===== src/rtl/stopwatch_display_mux_pkg.sv =====
// ---------------------------------------------------------------------------
// stopwatch_disp_pkg
// Shared constants and types for the stopwatch display scanner.
//   SEG_0..SEG_9, SEG_DASH, SEG_OFF : active-low glyphs, bit order {g,f,e,d,c,b,a}
//   digit_idx_t                     : 3-bit scan slot index (0 = s2 ... 5 = h1)
//   DP_IDX_M2, DP_IDX_H2            : slots whose decimal point is lit
//   snap_t                          : 20-bit frame snapshot of the six BCD digits
// ---------------------------------------------------------------------------
package stopwatch_disp_pkg;

  localparam logic [6:0] SEG_0    = 7'b1000000;
  localparam logic [6:0] SEG_1    = 7'b1111001;
  localparam logic [6:0] SEG_2    = 7'b0100100;
  localparam logic [6:0] SEG_3    = 7'b0110000;
  localparam logic [6:0] SEG_4    = 7'b0011001;
  localparam logic [6:0] SEG_5    = 7'b0010010;
  localparam logic [6:0] SEG_6    = 7'b0000010;
  localparam logic [6:0] SEG_7    = 7'b1111000;
  localparam logic [6:0] SEG_8    = 7'b0000000;
  localparam logic [6:0] SEG_9    = 7'b0010000;
  localparam logic [6:0] SEG_DASH = 7'b0111111;
  localparam logic [6:0] SEG_OFF  = 7'b1111111;

  typedef logic [2:0] digit_idx_t;

  localparam digit_idx_t IDX_LAST  = 3'd5;
  localparam digit_idx_t DP_IDX_M2 = 3'd2;
  localparam digit_idx_t DP_IDX_H2 = 3'd4;

  typedef struct packed {
    logic [1:0] h1;
    logic [3:0] h2;
    logic [2:0] m1;
    logic [3:0] m2;
    logic [2:0] s1;
    logic [3:0] s2;
  } snap_t;

endpackage


===== src/rtl/stopwatch_display_mux_seg7_decode.sv =====
// ---------------------------------------------------------------------------
// seg7_decode
// Combinational BCD to active-low 7-segment decoder. Codes 10..15 show a dash
// so an out-of-range digit is visible rather than silently wrong.
//   i_digit : 4-bit digit value
//   o_seg   : {g,f,e,d,c,b,a}, active-low
// ---------------------------------------------------------------------------
module seg7_decode
  import stopwatch_disp_pkg::*;
(
  input  logic [3:0] i_digit,
  output logic [6:0] o_seg
);

  // Plain lookup; anything beyond 9 falls into the dash glyph.
  always_comb begin
    o_seg = SEG_DASH;
    case (i_digit)
      4'd0:    o_seg = SEG_0;
      4'd1:    o_seg = SEG_1;
      4'd2:    o_seg = SEG_2;
      4'd3:    o_seg = SEG_3;
      4'd4:    o_seg = SEG_4;
      4'd5:    o_seg = SEG_5;
      4'd6:    o_seg = SEG_6;
      4'd7:    o_seg = SEG_7;
      4'd8:    o_seg = SEG_8;
      4'd9:    o_seg = SEG_9;
      default: o_seg = SEG_DASH;
    endcase
  end

endmodule


===== src/rtl/stopwatch_display_mux.sv =====
// ---------------------------------------------------------------------------
// stopwatch_display_mux
// Six-digit multiplexed 7-segment scanner for the stopwatch time hh:mm:ss.
// Digits are captured into a snapshot only at frame boundaries so a frame
// never shows a mix of old and new time; i_hold freezes the snapshot (lap).
// Each slot starts with DEAD_CYCLES clocks of all anodes off (anti-ghosting).
//   Parameters : SCAN_DIV (clocks per slot, >= 2), DEAD_CYCLES (< SCAN_DIV)
//   i_clk, i_reset (async, active-high), i_hold
//   i_h1[1:0] i_h2[3:0] i_m1[2:0] i_m2[3:0] i_s1[2:0] i_s2[3:0] : BCD digits
//   o_seg[6:0] {g..a}, o_dp, o_an[5:0] (an[0]=s2 .. an[5]=h1), all active-low
// Optional: define STOPWATCH_DISP_BLANK_EN for leading-zero blanking of
// h1, h2 and m1.
// ---------------------------------------------------------------------------
module stopwatch_display_mux
  import stopwatch_disp_pkg::*;
#(
  parameter int SCAN_DIV    = 1000,
  parameter int DEAD_CYCLES = 8
) (
  input  logic       i_clk,
  input  logic       i_reset,
  input  logic       i_hold,
  input  logic [1:0] i_h1,
  input  logic [3:0] i_h2,
  input  logic [2:0] i_m1,
  input  logic [3:0] i_m2,
  input  logic [2:0] i_s1,
  input  logic [3:0] i_s2,
  output logic [6:0] o_seg,
  output logic       o_dp,
  output logic [5:0] o_an
);

  localparam int PW = $clog2(SCAN_DIV);
  localparam logic [PW-1:0] PRESC_LAST = PW'(SCAN_DIV - 1);
  localparam logic [PW-1:0] DEAD_LIM   = PW'(DEAD_CYCLES);

  logic [PW-1:0] r_presc;
  digit_idx_t    r_idx;
  snap_t         r_snap;

  logic       w_terminal;
  logic       w_boundary;
  logic       w_dead;
  logic       w_blank;
  logic [3:0] w_digit;
  logic [6:0] w_glyph;
  logic [6:0] w_seg_nxt;
  logic [5:0] w_an_nxt;
  logic       w_dp_nxt;

  assign w_terminal = (r_presc == PRESC_LAST);
  assign w_boundary = w_terminal && (r_idx == IDX_LAST);
  assign w_dead     = (r_presc < DEAD_LIM);

  // Slot timing: prescaler runs 0..SCAN_DIV-1, and the digit index steps
  // once per prescaler wrap, cycling through the six slots.
  always_ff @(posedge i_clk or posedge i_reset) begin
    if (i_reset) begin
      r_presc <= '0;
      r_idx   <= '0;
    end else if (w_terminal) begin
      r_presc <= '0;
      r_idx   <= (r_idx == IDX_LAST) ? digit_idx_t'(0) : r_idx + 3'd1;
    end else begin
      r_presc <= r_presc + 1'b1;
    end
  end

  // Snapshot loads on the same edge the index wraps 5->0, so slot 0 of the
  // new frame already sees the new time. Hold is sampled on that edge too,
  // which lets a frame in progress finish on the old snapshot.
  always_ff @(posedge i_clk or posedge i_reset) begin
    if (i_reset) begin
      r_snap <= '0;
    end else if (w_boundary && !i_hold) begin
      r_snap <= '{h1: i_h1, h2: i_h2, m1: i_m1, m2: i_m2, s1: i_s1, s2: i_s2};
    end
  end

  // Pick the snapshot digit for the current slot; narrow digits are
  // zero-extended so they can only ever decode to 0..7.
  always_comb begin
    w_digit = 4'd0;
    case (r_idx)
      3'd0:    w_digit = r_snap.s2;
      3'd1:    w_digit = {1'b0, r_snap.s1};
      3'd2:    w_digit = r_snap.m2;
      3'd3:    w_digit = {1'b0, r_snap.m1};
      3'd4:    w_digit = r_snap.h2;
      3'd5:    w_digit = {2'b00, r_snap.h1};
      default: w_digit = 4'd0;
    endcase
  end

  seg7_decode u_decode (
    .i_digit (w_digit),
    .o_seg   (w_glyph)
  );

`ifdef STOPWATCH_DISP_BLANK_EN
  // Leading-zero blanking: a leading digit goes dark only when it and every
  // more significant digit are zero. m2 and below are always shown.
  always_comb begin
    w_blank = 1'b0;
    case (r_idx)
      3'd5:    w_blank = (r_snap.h1 == 2'd0);
      3'd4:    w_blank = (r_snap.h1 == 2'd0) && (r_snap.h2 == 4'd0);
      3'd3:    w_blank = (r_snap.h1 == 2'd0) && (r_snap.h2 == 4'd0) &&
                         (r_snap.m1 == 3'd0);
      default: w_blank = 1'b0;
    endcase
  end
`else
  assign w_blank = 1'b0;
`endif

  // Next-output logic: dark during the dead time or when blanked, otherwise
  // one anode low with the decoded glyph; dp separates hh.mm.ss.
  always_comb begin
    w_an_nxt  = 6'b111111;
    w_seg_nxt = SEG_OFF;
    w_dp_nxt  = 1'b1;
    if (!w_dead && !w_blank) begin
      w_an_nxt  = ~(6'b000001 << r_idx);
      w_seg_nxt = w_glyph;
      w_dp_nxt  = !((r_idx == DP_IDX_M2) || (r_idx == DP_IDX_H2));
    end
  end

  // All three outputs register on the same edge so anode and segment
  // changes never straddle a clock, avoiding ghost flashes.
  always_ff @(posedge i_clk or posedge i_reset) begin
    if (i_reset) begin
      o_an  <= 6'b111111;
      o_seg <= SEG_OFF;
      o_dp  <= 1'b1;
    end else begin
      o_an  <= w_an_nxt;
      o_seg <= w_seg_nxt;
      o_dp  <= w_dp_nxt;
    end
  end

endmodule


===== config.mk =====
export PLATFORM = sky130hd
export DESIGN_NAME = stopwatch_display_mux
export DESIGN_NICKNAME = d
export VERILOG_FILES = /design/src/rtl/stopwatch_display_mux_pkg.sv /design/src/rtl/stopwatch_display_mux_seg7_decode.sv /design/src/rtl/stopwatch_display_mux.sv
export SDC_FILE = /design/constraint.sdc
export NUM_CORES = 1
export LEC_CHECK = 0
export CORE_MARGIN = 2
export CORE_UTILIZATION = 30
export DETAILED_ROUTE_END_ITERATION = 7
export PLACE_DENSITY = 0.51
export RECOVER_POWER = 50
export REMOVE_ABC_BUFFERS = 1
export SLEW_MARGIN = 30
export SYNTH_ARGS = -nofsm -noshare
export SYNTH_HDL_FRONTEND = slang
export SYNTH_HIERARCHICAL = 1
export SYNTH_SLANG_ARGS = --single-unit

===== constraint.sdc =====
create_clock -name i_clk -period 3.8 [get_ports i_clk]
set_clock_uncertainty 0.15 [all_clocks]
set_input_delay 0.57 -clock i_clk [delete_from_list [all_inputs] [get_ports i_clk]]
set_output_delay 0.57 -clock i_clk [all_outputs]
set_load 0.02 [all_outputs]

## Word-level counts from Yosys, hierarchy flattened

Memory sizes are Yosys's and may differ from the RTL's.
Cells that the tools add are included.

- Register bits after elaboration: 47
- ROM bits: 112
- Input port bits: 23
- Output and inout port bits: 14
- Logic and storage cells: 35
- Memories: 1

Memory list:

| memory | words | bits a word | rd ports | clocked after memory_dff | write ports | RTL line | RTL |
|---|---|---|---|---|---|---|---|
| (no name shown) | 16 | 7 | 1 | 0 | 0 | stopwatch_display_mux_seg7_decode.sv:18 | `case (i_digit)` |

- $add $sub $neg: 2
- Magnitude comparators: 1
- Eq/ne operators: 6
- Shift-type cells: 1
- Mux-type cells: 6
- Bitwise operators: 1
- Reductions and logical operators: 6

Operators by type and width:

| kind | count |
|---|---|
| 4-bit case mux with 6 select lines | 1 |
| 10-bit by 1-bit adder with 10-bit output, second input constant | 1 |
| 10-bit equality test, second input constant | 1 |
| 10-bit by 4-bit less-than comparator with 1-bit output, second input constant | 1 |
| 10-bit 2-to-1 mux | 1 |
| 7-bit 2-to-1 mux | 1 |
| 3-bit by 2-bit equality test with 1-bit output, second input constant | 2 |
| 3-bit equality test, second input constant | 2 |
| 6-bit 2-to-1 mux | 1 |
| 6-bit NOT | 1 |
| 1-bit by 3-bit << shifter with 6-bit output, first input constant | 1 |
| 3-bit by 1-bit adder with 3-bit output, second input constant | 1 |
| 3-bit by 1-bit equality test with 1-bit output, second input constant | 1 |
| 3-bit logical NOT | 1 |
| 3-bit 2-to-1 mux | 1 |
| 1-bit logical AND | 2 |
| 1-bit logical NOT | 2 |
| 1-bit logical OR | 1 |
| 1-bit 2-to-1 mux | 1 |

## Longest topological paths before layout

Gate-level depths: netlist of the first run.

- Depth after elaboration: 4
- Depth in mapped cells: 12
- Gate-level depth less buffers: 10

## Hierarchy

Netlist of the first run, hierarchy kept.

By module, submodules not included:

| module | instances | cells an instance | area each (µm²) | sequential area each (µm²) |
|---|---|---|---|---|
| stopwatch_display_mux | 1 | 169 | 2,183.3 | 1,193.6 |
| seg7_decode | 1 | 33 | 205.2 | 0.0 |

## Least setup slack after synthesis of the first run

No wires, ideal clock.

- Kind: reg-to-reg
- From: register r_idx[2]
- To: register o_seg[5]
- Library setup time: 0.088 ns
- Arrival time: 2.188 ns
- Required time: 3.562 ns
- Slack: 1.375 ns
- Cell stages (with the launch flop): 12
- Path buffers: 2
- Period minus slack after synthesis: 2.425 ns
- Cell sequence: dfrtp_1 buf_2 clkbuf_1 inv_1 ha_1 a22oi_1 o221ai_1 ha_1 or2b_1 a21oi_1 nor2_1 nand2b_1

- Longest elaborated chain between the ends: 4
- Elaborated cells between the ends (all ways): 9
- Classes of those cells: eq/ne: 5; mux: 2; reduce/logical: 1; memory: 1

RTL lines:

| what | RTL line | RTL |
|---|---|---|
| start: declaration | stopwatch_display_mux.sv:39 | `digit_idx_t r_idx;` |
| start signal: assignment | stopwatch_display_mux.sv:64 | `r_idx <= (r_idx == IDX_LAST) ? digit_idx_t'(0) : r_idx + 3'd1;` |
| 3-bit equality test, or another cell as far along | stopwatch_display_mux.sv:85 | `case (r_idx)` |
| 4-bit case mux with 6 select lines (*) | stopwatch_display_mux.sv:85 |  |
| net w_digit[1] | stopwatch_display_mux.sv:46 | `logic [3:0] w_digit;` |
| memory read 16 x 7 bit (*) | -- |  |
| net w_glyph[5] | stopwatch_display_mux.sv:47 | `logic [6:0] w_glyph;` |
| 7-bit 2-to-1 mux (*) | stopwatch_display_mux.sv:124 | `if (!w_dead && !w_blank) begin` |
| net w_seg_nxt[5] | stopwatch_display_mux.sv:48 | `logic [6:0] w_seg_nxt;` |
| end signal: assignment | stopwatch_display_mux.sv:140 | `o_seg <= w_seg_nxt;` |
| end: declaration | stopwatch_display_mux.sv:29 | `output logic [6:0] o_seg,` |

The timed path passes the listed nets; every way through them passes the cells marked *.
A chain may end at the register's enable or synchronous reset.

## Worst setup path after layout of the first run

Same ends and word-level chain as after synthesis.

==> results.yml, run 1 <==
power:
  p_total_mw: 0.8604
  p_per_area_mw_per_mm2: 297.3
  swShare_pct: 20.18
  p_int_mw: 0.6868
  pwr-share-comb_pct: 3.8
  ir_drop_mv: 0.1339
  leakagePower_nw: 1.298
  seqPwrFrac_pct: 58.2
  p_switching_mw: 0.1736
  power_frac_clock_pct: 38.0
global_route:
  antenna_found_initial: 0
  grt_pass1_wl_mm: 7.272
  track_usage_pct: 10.84
  grt_start_max_net_pins: 48
  grt_pass1_vias: 1421
  grt.overflow.total: 0
sta:
  final_max_slew_viol_count: 48
  hold_slack_ps: 343.1
  grt_setup_unrepaired: "false"
  layout_setup_ws_ps: 1169
  fin_crit_sh_pct: 69.23
  finalSetupViolCount: 0
  fmaxAchievable_mhz: 380.1
  slew_headroom_pct: -32.98
  setup_tns_ps: 0
  period_needed_ps: 2631
  hold_violations: 0
  worst_pin_slew_ps: 1984
detailed_routing:
  drcViolationCount: 0
  ant_nets: 0
  drt-pass1-iter-count: 4
  first_iter_violations: 90
  routed-via-count: 1519
  viasPerCell: 4.521
  routedWlPerCell_um: 13.03
  drt-total-wl_mm: 4.378
finish:
  layout.nets: 263
  antenna_cells: 0
  area_growth_pct: 21.16
  final_cells: 336
  drive_above_1_share_pct: 21.37
clock_tree:
  cts.htree.levels: 2
  cts_tree: "done"
  clk_path_buf_depth: 2
  root_buffer: "clkbuf_8"
  cts_made_buffers: 5
  clk_pin_slew_ps: 90
  cts_setup_buffers: 0
  hold_buffers: 0
  clk_latency_ps: 300
  cts_resized: 0
  cts.sinks: 47
critical_path:
  critical_path_class: "flop to flop"
  crit_fanout: 17
  worstPathArrival_ps: 2700
  rr_worst_depth: 9
  reg2reg_to: "o_seg[5]"
  worst_path_max_delay_cell: "dfrtp_1"
  reg2reg_slack_ps: 1170
  cp-start-kind: "flop"
  cpMostUsedCell: "ha_1"
  slowest_delay_ps: 670
  cp.required_ps: 3870
  crit_chain: "inv_1 -> ha_1 -> a22oi_1 -> o221ai_1 -> ha_1 -> or2b_1 -> a21oi_1 -> nor2_1 -> nand2b_1"
  crit_path_end_kind: "flop"
  r2r-start: "r_idx[2]"
run_status:
  violations: "capacitance limit, slew limit"
  status: "finished with violations"
worst_hold_path:
  whs_endpoint: "r_presc[0]"
  hold_class: "flop to flop"
  min_path_cells: 1
  hp-start: "r_presc[0]"
placement:
  place_congestion: 0.7617
  port_buffers: 36
  placedCellCount: 328
  place_hpwl_mm: 3.180
  pre_cts_slack_ps: 1157
synth:
  synth_top_flop_cell: "dfrtp_1"
  postSynthCellCount: 202
  async_reset_ff_share_pct: 100.0
  netlist_area_mm2: 0.002389
  ys_seq_area_share_pct: 49.97
  synthTopCellsByCount: "dfrtp_1 (33), mux2_4 (20), dfstp_2 (14), nand2_1 (14), nor2_1 (11)"
  synth_seq_cells: 47
  yosys-top-cells-area: "dfrtp_1 (35%), dfstp_2 (15%), mux2_4 (13%), ha_1 (3.7%), nand2b_1 (2.4%)"
  synth.distinct_cells: 46
  yosysMostFrequentCell: "dfrtp_1"
  synth_edf_count: 0
  syn_area_per_cell_um2: 11.82
  yosysWarnings: 6
  synth_top_area_share_pct: 34.57
  synth_largest_area_cell: "dfrtp_1"
floorplan:
  start_util_pct: 30.91
  die_w_um: 93.23
  rows: 32
  die_h_um: 93.23
  core_area_mm2: 0.007727
  ios: 37
  floorplan.die_area_mm2: 0.008692
flow_run:
  maxCapViolations: 1
cell families (layout without fill, tap and decap cells):
| kind of cell | Yosys count | in the layout | share of synthesized area [%] |
|---|---|---|---|
| AND/OR/NAND/NOR | 73 | 73 | 17.71 |
| flip-flops | 47 | 47 | 49.97 |
| AO/OA/AOI/OAI | 30 | 30 | 8.696 |
| multiplexers | 24 | 24 | 14.35 |
| buffers and inverters | 17 | 49 | 4.138 |
| adder cells (fa/ha/maj) | 7 | 7 | 3.667 |
| XOR/XNOR | 4 | 4 | 1.467 |
critical path: cells and delay by family, from the launching register on:
kind                       cells  cell delay, ps
AOI/OAI and AO/OA              3             600
adders and majority gates      2             580
and+or+nand+nor                3             400
DFF                            1             670
buffers and inverters          1             160
metrics by stage:
stage | utilization, % | area (um2)
final | 37.45 | 2894
after global placement | 36.19 | 2796
after CTS | 37.48 | 2897
after floorplan | - | 2308
after detailed placement | 36.19 | 2796
after global routing | 37.45 | 2894
area by class of cell:
cell class | count | area (um2)
sequential | 47 | 1194
tap | 102 | 127.6
fill | 754 | 4833
timing repair buffer | 36 | 360.3
clock buffer | 8 | 100.1
inverter | 5 | 20.02
multi-input combinational | 138 | 1092
layout by cell type (no fill, tap or decap), types with 5 or more instances in the layout:
master           instances
clkdlybuf4s50_1         35
dfrtp_1                 33
mux2_4                  20
nand2_1                 14
dfstp_2                 14
nor2_1                  11
nand3_1                  9
nand2b_1                 9
a21oi_1                  7
ha_1                     7
clkbuf_8                 7
nor2b_1                  5
o21ai_0                  5
layer usage:
layer	up-vias	GRT usage [%]	part of all wire, %
li1	780	-	-
met1	705	15.93	52
met2	29	15.17	42
met3	5	2.901	4.2
met4	0	4.044	1.8
met5	-	0	0
power by group through the flow:
stage | Combinational (mW) | Clock, mW | Sequential [mW]
2_1_floorplan | 0.00785 | 0 | 0.510
3_5_place_dp | 0.0343 | 0 | 0.510
6_report | 0.0327 | 0.327 | 0.501
3_3_place_gp | 0.0343 | 0 | 0.510
5_1_grt | 0.0364 | 0.352 | 0.501
4_1_cts | 0.0345 | 0.339 | 0.501
flip-flops by register name, summed over array words and instances, names as in the netlist:
register / cells
o_dp: 1
o_seg: 7
r_snap: 20
r_presc: 10
r_idx: 3
o_an: 6
worst max path at each step:
stage | endpoint | slack, ps | startpoint
finish | o_seg[5] | 1170 | r_idx[2]
global placement | o_seg[5] | 1140 | r_idx[2]
detailed placement | o_seg[5] | 1160 | r_idx[2]
CTS | o_seg[5] | 1140 | r_idx[2]
global route | o_seg[5] | 910 | r_idx[1]
floorplan | o_seg[3] | 1500 | r_idx[2]
(Power assumes the default switching activity.)
==> run 2, diff against run 1 <==
==> constraint.sdc (replaced) <==
create_clock -name i_clk -period 2.6 [get_ports i_clk]
set_clock_uncertainty 0.15 [all_clocks]
set_input_delay 0.39 -clock i_clk [delete_from_list [all_inputs] [get_ports i_clk]]
set_output_delay 0.39 -clock i_clk [all_outputs]
set_load 0.02 [all_outputs]
==> run 2 against run 1 <==
  * The flow now finishes without violations
  * Register-to-register slack got worse by 960 ps
  * Combinational power rose by 49%
  * Final cell count rose by 3.3%
  * Fmax rose by 10%
  * Worst hold slack barely moved
  * First-iteration DRC count fell by 61%
  * Power rose by 41%
  * Critical path depth rose by 1
  * Sequential cell count did not move
  * Clock power rose by 33%
  * Global-route usage rose by 0.38 points
==> results.yml, run 2 (synthesis gave the netlist of run 1 again) <==
sta:
  hold_slack_ps: 342.8
  setup_tns_ps: 0
  slew_headroom_pct: 27.40
  period_needed_ps: 2390
  final_max_slew_viol_count: 0
  fmaxAchievable_mhz: 418.5
  grt_setup_unrepaired: "false"
  worst_pin_slew_ps: 1089
  fin_crit_sh_pct: 91.91
  finalSetupViolCount: 0
  hold_violations: 0
detailed_routing:
  drt-pass1-iter-count: 4
  routedWlPerCell_um: 12.94
  dr_wl_met3_um: 163
  ant_nets: 0
  routed.top_layer: "met4"
  wl_met2_mm: 1.995
  viasPerCell: 4.522
  wl_met1_mm: 2.244
  drt-total-wl_mm: 4.491
  first_iter_violations: 35
  drcViolationCount: 0
  routed-via-count: 1569
critical_path:
  cpMostUsedCell: "ha_1"
  crit_chain: "and2_1 -> ha_1 -> a32oi_1 -> o211ai_1 -> buf_4 -> ha_1 -> or2b_1 -> a21oi_1 -> nor2_1 -> nand2b_1"
  cp_top_family: "simple AND/OR/NAND/NOR gates"
  crit_buf_inv: 1
  cp.required_ps: 2660
  worstPathArrival_ps: 2450
  slowest_delay_ps: 500
  worst_path_max_delay_cell: "dfrtp_2"
  crit_fanout: 12
  critical_path_class: "flop to flop"
  cp-start-kind: "flop"
  crit_path_end_kind: "flop"
clock_tree:
  clk_latency_ps: 300
  cts_tree: "done"
  cts.sinks: 47
  cts.htree.levels: 2
  clk_path_buf_depth: 2
  cts_made_buffers: 5
  hold_buffers: 0
  root_buffer: "clkbuf_8"
  clk_pin_slew_ps: 90
finish:
  final_common_cell: "clkdlybuf4s50_1"
  area_growth_pct: 24.25
  drive_above_1_share_pct: 25.71
  largest_register_ffs: 20
  layout.nets: 274
  antenna_cells: 0
  reg_top3: "r_snap (20), r_presc (10), o_seg (7)"
  fillCellCount: 745
  largest-register: "r_snap"
  layout_common_cells: "clkdlybuf4s50_1 (35), dfrtp_1 (30), mux2_4 (20)"
  postLayoutCellArea_mm2: 0.002968
placement:
  port_buffers: 36
  place_congestion: 0.7743
  placed_area_mm2: 0.002864
  place_hpwl_mm: 3.319
global_route:
  grt_pass1_wl_mm: 7.548
  grt_pass1_vias: 1482
  antenna_found_initial: 0
  grt.overflow.total: 0
  track_usage_pct: 11.22
  grt_start_max_net_pins: 22
floorplan:
  die_h_um: 93.23
  die_w_um: 93.23
  floorplan.die_area_mm2: 0.008692
  ios: 37
  core_area_mm2: 0.007727
  rows: 32
  start_util_pct: 30.91
worst_hold_path:
  hold_class: "flop to flop"
run_status:
  status: "finished clean"
power:
  p_per_area_mw_per_mm2: 409.9
  ir_drop_mv: 0.1453
  leakagePower_nw: 1.344
flow_run:
  maxCapViolations: 0
==> run 2: cell count changes in the layout (fill, tap and decap cells not counted), sizes merged <==
cell    previous run  this run
inv                4         5
clkinv             0         1
buf                0         9
==> run 2: area by class of cell <==
cell class	count	area (um2)	area share, %
Sequential cell	47	1197	40.35
Multi-Input combinational cell	138	1104	37.18
Timing Repair Buffer	47	435.4	14.67
Tap cell	102	127.6	4.300
Clock buffer	6	72.57	2.445
Inverter	5	18.77	0.6324
Clock inverter	2	12.51	0.4216
==> run 2: per-layer routing <==
metal / vias to the layer above / track usage (%)
li1: 798 / -
met2: 33 / 16.43
met4: 0 / 4.412
met3: 5 / 2.417
met5: - / 0
met1: 733 / 16.14
==> run 2: final timing paths <==
path,startpoint,endpoint,slack [ps],depth (start not counted)
max reg2reg,r_idx[1],o_seg[5],210,10
min reg2reg,r_presc[0],r_presc[0],340,1
max in group asynchronous,i_reset,r_idx[0],550,3
min,r_presc[0],r_presc[0],340,1
max,r_idx[1],o_seg[5],210,10
min in group asynchronous,i_reset,r_presc[7],350,2
==> run 2: what timing repair did <==
action	in CTS	in global routing
pin swaps	0	1
endpoints found under the setup margin	1	5
resized for setup	1	4
buffers inserted	0	2
==> run 2: through the flow <==
| step | std cells | total power, mW | utilization, % | worst slack (ps) |
|---|---|---|---|---|
| CTS | 345 | 1.237 | 38.18 | 89.62 |
| global route | 347 | 1.267 | 38.41 | 22.10 |
| detailed placement | 337 | 0.7982 | 37.06 | 42.73 |
| finish | 347 | 1.217 | 38.41 | 210.5 |
| global placement | 337 | 0.7977 | 37.06 | 111.4 |
| floorplan | 190 | 0.7565 | - | 301.6 |
==> run 2: worst reg2reg max path, cell delays in order, from the launching register on <==
cell	delay (ps)
dfrtp_2	500
and2_1	190
ha_1	220
a32oi_1	160
o211ai_1	170
buf_4	170
ha_1	200
or2b_1	220
a21oi_1	140
nor2_1	40
nand2b_1	140
==> run 2: report_power, final <==
| part | internal, mW | leakage [nW] | total [mW] | switching (mW) |
|---|---|---|---|---|
| Clock | 0.188 | 0.0412 | 0.436 | 0.248 |
| Sequential | 0.731 | 0.588 | 0.731 | 0 |
| Combinational | 0.0298 | 0.716 | 0.0486 | 0.0188 |
